<file path="config.mk">
export PLATFORM = sky130hd
export DESIGN_NAME = pcs_sync_ctrl
export DESIGN_NICKNAME = d
export VERILOG_FILES = /design/src/rtl/pcs_sync_ctrl.sv
export SDC_FILE = /design/constraint.sdc
export NUM_CORES = 1
export LEC_CHECK = 0
export CAP_MARGIN = 0
export CORE_ASPECT_RATIO = 0.8
export CORE_UTILIZATION = 47
export CTS_CLUSTER_DIAMETER = 120
export DETAILED_ROUTE_END_ITERATION = 10
export PLACE_DENSITY = 0.78
export SLEW_MARGIN = 20
export SYNTH_ARGS = -nofsm -noshare
export SYNTH_HDL_FRONTEND = slang
export SYNTH_SLANG_ARGS = --single-unit
</file>
<file path="constraint.sdc">
create_clock -name GTX_CLK -period 2.6 [get_ports GTX_CLK]
set_input_delay 0.78 -clock GTX_CLK [delete_from_list [all_inputs] [get_ports GTX_CLK]]
set_output_delay 0.78 -clock GTX_CLK [all_outputs]
set_load 0.01 [all_outputs]
</file>
<file path="src/rtl/pcs_sync_ctrl.sv">
// -----------------------------------------------------------------------------
// pcs_sync_ctrl
//   1000BASE-X PCS receive synchronization controller. Sits between the 10b
//   code-group deserializer/decoder and the PCS receive FSM, acquires and
//   monitors code-group alignment, tracks even/odd position and qualifies
//   code-groups to the receive FSM only while synchronized.
//
// Parameters
//   GOOD_CGS_MAX  consecutive good code-groups needed to step back one
//                 SYNC_ACQUIRED level
//   CNT_W         width of the saturating loss-of-sync counter
//
// Ports
//   GTX_CLK        in   receive clock, one code-group per rising edge
//   mr_main_reset  in   asynchronous active-low reset
//   rx_code_group  in   10b code-group, bit9 = 'a' ... bit0 = 'j'
//   cg_valid       in   group is in the 8b/10b table for current disparity
//   cg_is_data     in   group is a valid Dx.y
//   signal_detect  in   PMD signal present; 0 forces loss of sync
//   sync_status    out  1 = synchronized
//   rx_even        out  1 = last accepted code-group was at an even position
//   rx_cg_out      out  registered copy of rx_code_group
//   rx_cg_out_vld  out  rx_cg_out is qualified for the receive FSM
//   sync_loss_cnt  out  saturating count of SYNC_ACQUIRED_* -> LOSS_OF_SYNC
// -----------------------------------------------------------------------------
module pcs_sync_ctrl #(
   parameter int GOOD_CGS_MAX = 3,
   parameter int CNT_W        = 8
) (
   input  logic             GTX_CLK,
   input  logic             mr_main_reset,
   input  logic [9:0]       rx_code_group,
   input  logic             cg_valid,
   input  logic             cg_is_data,
   input  logic             signal_detect,
   output logic             sync_status,
   output logic             rx_even,
   output logic [9:0]       rx_cg_out,
   output logic             rx_cg_out_vld,
   output logic [CNT_W-1:0] sync_loss_cnt
);

   typedef enum logic [3:0] {
      LOSS_OF_SYNC,
      COMMA_DETECT_1,
      ACQUIRE_SYNC_1,
      COMMA_DETECT_2,
      ACQUIRE_SYNC_2,
      COMMA_DETECT_3,
      SYNC_ACQUIRED_1,
      SYNC_ACQUIRED_2,
      SYNC_ACQUIRED_2A,
      SYNC_ACQUIRED_3,
      SYNC_ACQUIRED_3A,
      SYNC_ACQUIRED_4,
      SYNC_ACQUIRED_4A
   } state_t;

   function automatic logic is_sync(input state_t s);
      return s inside {SYNC_ACQUIRED_1, SYNC_ACQUIRED_2, SYNC_ACQUIRED_2A,
                       SYNC_ACQUIRED_3, SYNC_ACQUIRED_3A,
                       SYNC_ACQUIRED_4, SYNC_ACQUIRED_4A};
   endfunction

   state_t     state, next_state;
   logic [1:0] good_cgs, next_good;
   logic [1:0] good_inc;
   logic [6:0] cg_hi;
   logic       comma, cgbad, cggood;
   logic       next_even;
   logic       loss_event;

   // Comma detection covers both running-disparity forms of the 7-bit comma.
   assign cg_hi  = rx_code_group[9:3];
   assign comma  = (cg_hi == 7'b0011111) || (cg_hi == 7'b1100000);
   // rx_even=1 means the current group sits at an odd position, so a comma
   // arriving now is misaligned.
   assign cgbad  = !cg_valid || (comma && rx_even);
   assign cggood = !cgbad;

   // The good group that moves SYNC_ACQUIRED_n into _nA is the first of the
   // run; good_cgs then counts the further ones, so the step back happens on
   // the good group that brings the incremented count to GOOD_CGS_MAX-1.
   assign good_inc = good_cgs + 2'd1;

   // NOTE: every combinational output gets a default first so no path through
   // the case statement leaves a value unassigned and infers a latch.
   always_comb begin
      next_state = state;
      next_good  = '0;
      if (!signal_detect) begin
         next_state = LOSS_OF_SYNC;
      end else begin
         unique case (state)
            LOSS_OF_SYNC:
               if (comma && cg_valid) next_state = COMMA_DETECT_1;
            COMMA_DETECT_1:
               next_state = cg_is_data ? ACQUIRE_SYNC_1 : LOSS_OF_SYNC;
            COMMA_DETECT_2:
               next_state = cg_is_data ? ACQUIRE_SYNC_2 : LOSS_OF_SYNC;
            COMMA_DETECT_3:
               next_state = cg_is_data ? SYNC_ACQUIRED_1 : LOSS_OF_SYNC;
            ACQUIRE_SYNC_1:
               if (!rx_even && comma && cg_valid) next_state = COMMA_DETECT_2;
               else if (cgbad)                    next_state = LOSS_OF_SYNC;
            ACQUIRE_SYNC_2:
               if (!rx_even && comma && cg_valid) next_state = COMMA_DETECT_3;
               else if (cgbad)                    next_state = LOSS_OF_SYNC;
            SYNC_ACQUIRED_1:
               if (cgbad) next_state = SYNC_ACQUIRED_2;
            SYNC_ACQUIRED_2:
               next_state = cgbad ? SYNC_ACQUIRED_3 : SYNC_ACQUIRED_2A;
            SYNC_ACQUIRED_3:
               next_state = cgbad ? SYNC_ACQUIRED_4 : SYNC_ACQUIRED_3A;
            SYNC_ACQUIRED_4:
               next_state = cgbad ? LOSS_OF_SYNC : SYNC_ACQUIRED_4A;
            SYNC_ACQUIRED_2A:
               if (cgbad)                                next_state = SYNC_ACQUIRED_3;
               else if (good_inc == 2'(GOOD_CGS_MAX - 1)) next_state = SYNC_ACQUIRED_1;
               else                                      next_good  = good_inc;
            SYNC_ACQUIRED_3A:
               if (cgbad)                                next_state = SYNC_ACQUIRED_4;
               else if (good_inc == 2'(GOOD_CGS_MAX - 1)) next_state = SYNC_ACQUIRED_2;
               else                                      next_good  = good_inc;
            SYNC_ACQUIRED_4A:
               if (cgbad)                                next_state = LOSS_OF_SYNC;
               else if (good_inc == 2'(GOOD_CGS_MAX - 1)) next_state = SYNC_ACQUIRED_3;
               else                                      next_good  = good_inc;
            default:
               next_state = LOSS_OF_SYNC;
         endcase
      end
   end

   // Entering a COMMA_DETECT state realigns parity; every other cycle flips it.
   assign next_even  = (next_state inside {COMMA_DETECT_1, COMMA_DETECT_2, COMMA_DETECT_3})
                       ? 1'b1 : !rx_even;
   assign loss_event = is_sync(state) && (next_state == LOSS_OF_SYNC);

   // NOTE: sequential state uses non-blocking assignments so every register
   // samples the pre-edge values regardless of statement order.
   always_ff @(posedge GTX_CLK or negedge mr_main_reset) begin
      if (!mr_main_reset) begin
         state         <= LOSS_OF_SYNC;
         good_cgs      <= '0;
         sync_status   <= 1'b0;
         rx_even       <= 1'b0;
         rx_cg_out     <= '0;
         rx_cg_out_vld <= 1'b0;
         sync_loss_cnt <= '0;
      end else begin
         state         <= next_state;
         good_cgs      <= next_good;
         sync_status   <= is_sync(next_state);
         rx_even       <= next_even;
         rx_cg_out     <= rx_code_group;
         rx_cg_out_vld <= is_sync(next_state);
         if (loss_event && !(&sync_loss_cnt))
            sync_loss_cnt <= sync_loss_cnt + CNT_W'(1);
      end
   end

endmodule

</file>
Word-level counts from Yosys, hierarchy flattened
Index checks and enable logic that the tools add are counted.
{ "totals": {"reg_bits": 26, "output_inout_bits": 21} }
{ "classes": {"add_sub_neg": 2, "n_eq_ne": 25, "mux": 24, "reduce_logical": 18} }
{ "op_table": {"columns": ["operator", "n"], "rows": [
  ["$mux 4", 13],
  ["$pmux 4 s13", 1],
  ["$eq 4x4->1 const B", 10],
  ["$eq 4x3->1 const B", 7],
  ["$reduce_bool 7->1", 2],
  ["$eq 4x2->1 const B", 3],
  ["$mux 2", 5],
  ["$add 8x1->8 const B", 1],
  ["$eq 4x1->1 const B", 2],
  ["$logic_not 4->1", 2],
  ["$reduce_and 8->1", 1],
  ["$eq 7x5->1 const B", 1],
  ["$eq 7x7->1 const B", 1],
  ["$logic_and 1x1->1", 6],
  ["$mux 3", 2],
  ["$logic_not 1->1", 3],
  ["$mux 1", 3],
  ["$reduce_bool 3->1", 1],
  ["$reduce_or 3->1", 1],
  ["$add 2x1->2 const B", 1],
  ["$eq 2x2->1 const B", 1],
  ["$logic_or 1x1->1", 2]
]} }

Depth between registers and ports, before layout
{ "depth": {"depth_word": 11, "mapped_depth": 7} }

Worst setup path after synthesis
OpenSTA, ideal clock, no wires.
{ "synth_path": {"path_kind": "input-to-reg", "start": "input port rx_code_group[4]", "end": "register sync_loss_cnt[1]", "arrival_ps": 2448, "path_slack_ps": 27, "cell_stages": 6, "path_cell_list": "or4b_4 > o221ai_4 > a221oi_1 > a211o_2 > nand2_2 > mux2_2"} }
{ "synth_via": {"elab_chain_len": 11, "elab_cells_between_ends": 24, "cone_classes": "eq/ne: 2; mux: 13; reduce/logical: 9"} }
{ "synth_lines": {"columns": ["item", "line_no", "source"], "rows": [
  ["from (decl)", "32", "input logic [9:0] rx_code_group,"],
  ["$eq 7x5->1 / $eq 7x7->1 (equally long branches)", "75", "assign comma = (cg_hi == 7'b0011111) || (cg_hi == 7'b1100000);"],
  ["$logic_or 1x1->1 *", "75", null],
  ["$logic_and 1x1->1", "78", "assign cgbad = !cg_valid || (comma && rx_even);"],
  ["$logic_or 1x1->1", "78", null],
  ["$mux 4", "105, 108", null],
  ["$mux 4 (on tied branches)", "107, 104", null],
  ["$pmux 4 s13 *", "94", "unique case (state)"],
  ["$mux 4 *", "91", "if (!signal_detect) begin"],
  ["$logic_not 4->1 *", "138", "assign loss_event = is_sync(state) && (next_state == LOSS_OF_SYNC);"],
  ["$logic_and 1x1->1 *", "138", null],
  ["$logic_and 1x1->1 *", "158", "if (loss_event && !(&sync_loss_cnt))"],
  ["to (signal assigned)", "159", "sync_loss_cnt <= sync_loss_cnt + CNT_W'(1);"],
  ["to (decl)", "40", "output logic [CNT_W-1:0] sync_loss_cnt"]
]} }
Mark *: on every way between the ends. The rest lies on a longest branch, timed or not.
A chain may end at the register's enable or synchronous reset.

Worst setup path after layout
{ "layout_path": {"start": "input port rx_code_group[7]", "end": "register sync_loss_cnt[6]"} }
Same word-level chain as after synthesis.

==> results.toml <==
[power_and_ir_drop]
p_total_mw = 1.11
p_leak_nw = 0.794
seq_power_share_pct = 47.2
switching_share_pct = 28.3
p_comb_share_pct = 27.6
clock_power_share_pct = 25.1
power.density_nw_per_um2 = 583
peakVddDrop_mv = 0.467
power_switching_mw = 0.313
intPower_mw = 0.794

[worst_setup_path]
worstSetupEndpoint = "sync_loss_cnt[6]$_DFFE_PN0P_"
end_kind = "flop"
cp_slowest_cell = "clkdlybuf4s50_1"
reg2regPathDepth = 6
path_delay_family = "compound AO/OA/AOI/OAI gates"
path_buf_inv = 1
start_kind = "input port"
crit_start = "rx_code_group[7]"
worstPathRequired_ns = 2.83
arrival_ns = 2.76
ff2ff_setup_slack_ns = 0.15
regToRegStartpoint = "state[2]$_DFF_PN0_"
r2r-end = "sync_loss_cnt[1]$_DFFE_PN0P_"
path_class = "in -> reg"
cp_num_cells = 7
cp_cell_sequence = "clkdlybuf4s50_1 -> nand4bb_4 -> o221ai_4 -> a21boi_4 -> o211ai_1 -> a211oi_2 -> mux2_1"
crit_fanout = 4
cp_slowest_stage_delay_ns = 0.50

[cts]
cts_sinks = 26
clock_path_buffers = 2
clk_pin_slew_ns = 0.14
postCtsHoldBufs = 0
clock_latency_ns = 0.33
root_buffer = "clkbuf_4"
cts_tree = "yes"
cts-buffers-inserted = 3
htreeDepth = 1

[cells_and_area]
final_common_cell = "clkdlybuf4s50_1"
seqCellArea_um2 = 651
layout_common_cells = "clkdlybuf4s50_1 (32), dfrtp_1 (26), buf_4 (12), nand3_1 (11), nand2_1 (8)"
n_fill_cell = 188
area_delta_synth_final_pct = 43.1
antenna_cells = 0
fin_util_pct = 74.1
multi_input_comb_area_um2 = 683
drive_gt1_share_pct = 16.8
layout.nets = 190

[global_route]
grt_pass1_wl_mm = 5.62
antenna_found_initial = 0
grt_pass1_vias = 1233
overflow = 0
grt_max_degree = 27
track_usage_pct = 25.1

[sta]
setup-tns-final_ns = 0
layout_setup_ws_ns = 0.0720
fin_skew_ns = 0.00331
fin_crit_sh_pct = 97.2
hold_viol_final = 0
fin_crit_ns = 2.53
setup_viol = 0
slew_headroom_pct = 57.9
slew_viol_final = 0
worstMarginPinSlew_ns = 0.616
fmax_mhz = 396
hold_slack_ns = 0.521
rsz0062_at_grt = "false"

[routing]
wl_mm = 3.51
drc_errors = 0
via_per_inst = 5.79
first_pass_iters = 4
drt_iter0_drc = 80
wire_per_inst_um = 16.8
via_count = 1211
postRouteAntennaNets = 0

[placed_design]
pre_cts_slack_ns = -0.533
io_buffer_count = 35
dpl.hpwl_mm = 2.29
gp_congestion = 0.900

[synth]
ys_async_sr_fraction_pct = 100
synthesis.area_um2 = 1330
ys_types = 48
synth-edff-count = 0
seq_area_frac_synth_pct = 49.1
ys.flop_type = "dfrtp_1"
yosys_register_bits = 26
syn_area_per_cell_um2 = 10.5
netlist_instances = 126
yosys_warnings = 0
synth_nets = 142

[status]
status = "completed"

[floorplanning]
initial_core_util_pct = 51.8
coreArea_um2 = 2560
io_pins = 36
rows = 16
die_y_um = 49.5
die_area_um2 = 3040
die_w_um = 61.4

[flow_run]
max_cap_viol_count = 0

[worst_hold_path]
hold_class = "reg -> reg"
hold_start = "good_cgs[0]$_DFF_PN0_"
## per-stage QoR
stage	instances	cell area (um2)
final	209	1900
after global routing	209	1900
after CTS	209	1860
after detailed placement	204	1790
after global placement	204	1790
after floorplan	126	1330
## synthesized netlist by cell type, types with 2 or more instances
cell type  count  share of area, %
nand4bb_1      2               1.7
a21oi_1        4               1.5
dfrtp_1       26                49
o211ai_1       3               1.7
nand3_1       11               4.2
inv_1          5               1.4
clkbuf_1       3              0.85
xnor2_1        6               4.0
o21ai_0        4               1.5
and3_1         5               2.4
nand2_1        8               2.3
nor2_1         3              0.85
nand2b_1       7               3.3
a31oi_1        2              0.94
o21a_1         2               1.1
o22ai_1        3               1.4
## kinds of logic after synthesis
kind of cell               count (synthesis)  synth area share [%]
AOI/OAI and AO/OA                         33                  19.3
xor gates and xnor gates                   7                  4.62
adders and majority gates                  1                 0.943
buffers and inverters                     10                  3.21
DFF                                       26                  49.1
muxes                                      3                  2.45
and+or+nand+nor                           46                  20.4
## how the worst min path moves through the flow
stage / to / slack [ns] / cells after the start
floorplan: good_cgs[0]$_DFF_PN0_ / 0.42 / 1
global placement: good_cgs[0]$_DFF_PN0_ / 0.45 / 1
detailed placement: good_cgs[0]$_DFF_PN0_ / 0.48 / 1
CTS: good_cgs[0]$_DFF_PN0_ / 0.52 / 1
global route: good_cgs[0]$_DFF_PN0_ / 0.54 / 1
finish: good_cgs[0]$_DFF_PN0_ / 0.52 / 1
## power groups by stage
stage | Combinational [mW] | Clock, mW | Sequential [mW]
2_1_floorplan | 0.101 | 0 | 0.537
3_3_place_gp | 0.282 | 0 | 0.523
3_5_place_dp | 0.294 | 0 | 0.525
4_1_cts | 0.300 | 0.283 | 0.520
5_1_grt | 0.330 | 0.302 | 0.534
6_report | 0.306 | 0.278 | 0.523
## layout make-up
type                    instances  share of cell area (%)
clock buffers                   3                    1.19
clock inverters                 1                    1.58
inverters                       5                   0.989
multi-input cells              90                    36.0
flip-flops and latches         26                    34.3
well taps                      36                    2.37
repair buffers                 48                    23.6
## sequential cells by signal, indices dropped and copies added (netlist names)
register and flops:
state 4, rx_cg_out_vld 1, good_cgs 2, sync_loss_cnt 8, rx_even 1, rx_cg_out 10
## per-layer routing
metal  global-route usage [%]  part of all wire (%)  up-vias
met5                        0                     0        -
met4                     7.78                   1.9        0
met3                     7.09                   8.2       11
met2                     40.6                    47       75
met1                     32.5                    43      569
li1                         -                     -      556
## worst reg2reg max path: cells and delay by family, from the launching register on
| family | cells | cell delay (ns) |
|---|---|---|
| flip-flops | 1 | 0.69 |
| AND/OR/NAND/NOR | 2 | 0.21 |
| multiplexers | 1 | 0.33 |
| buffers and inverters | 1 | 0.15 |
| AO/OA/AOI/OAI | 2 | 0.97 |
## timing repair
item,CTS,global route
gates resized for setup,7,5
setup buffers,1,0
pin swaps,6,1
setup endpoints to repair,9,2
(Power assumes the default switching activity.)
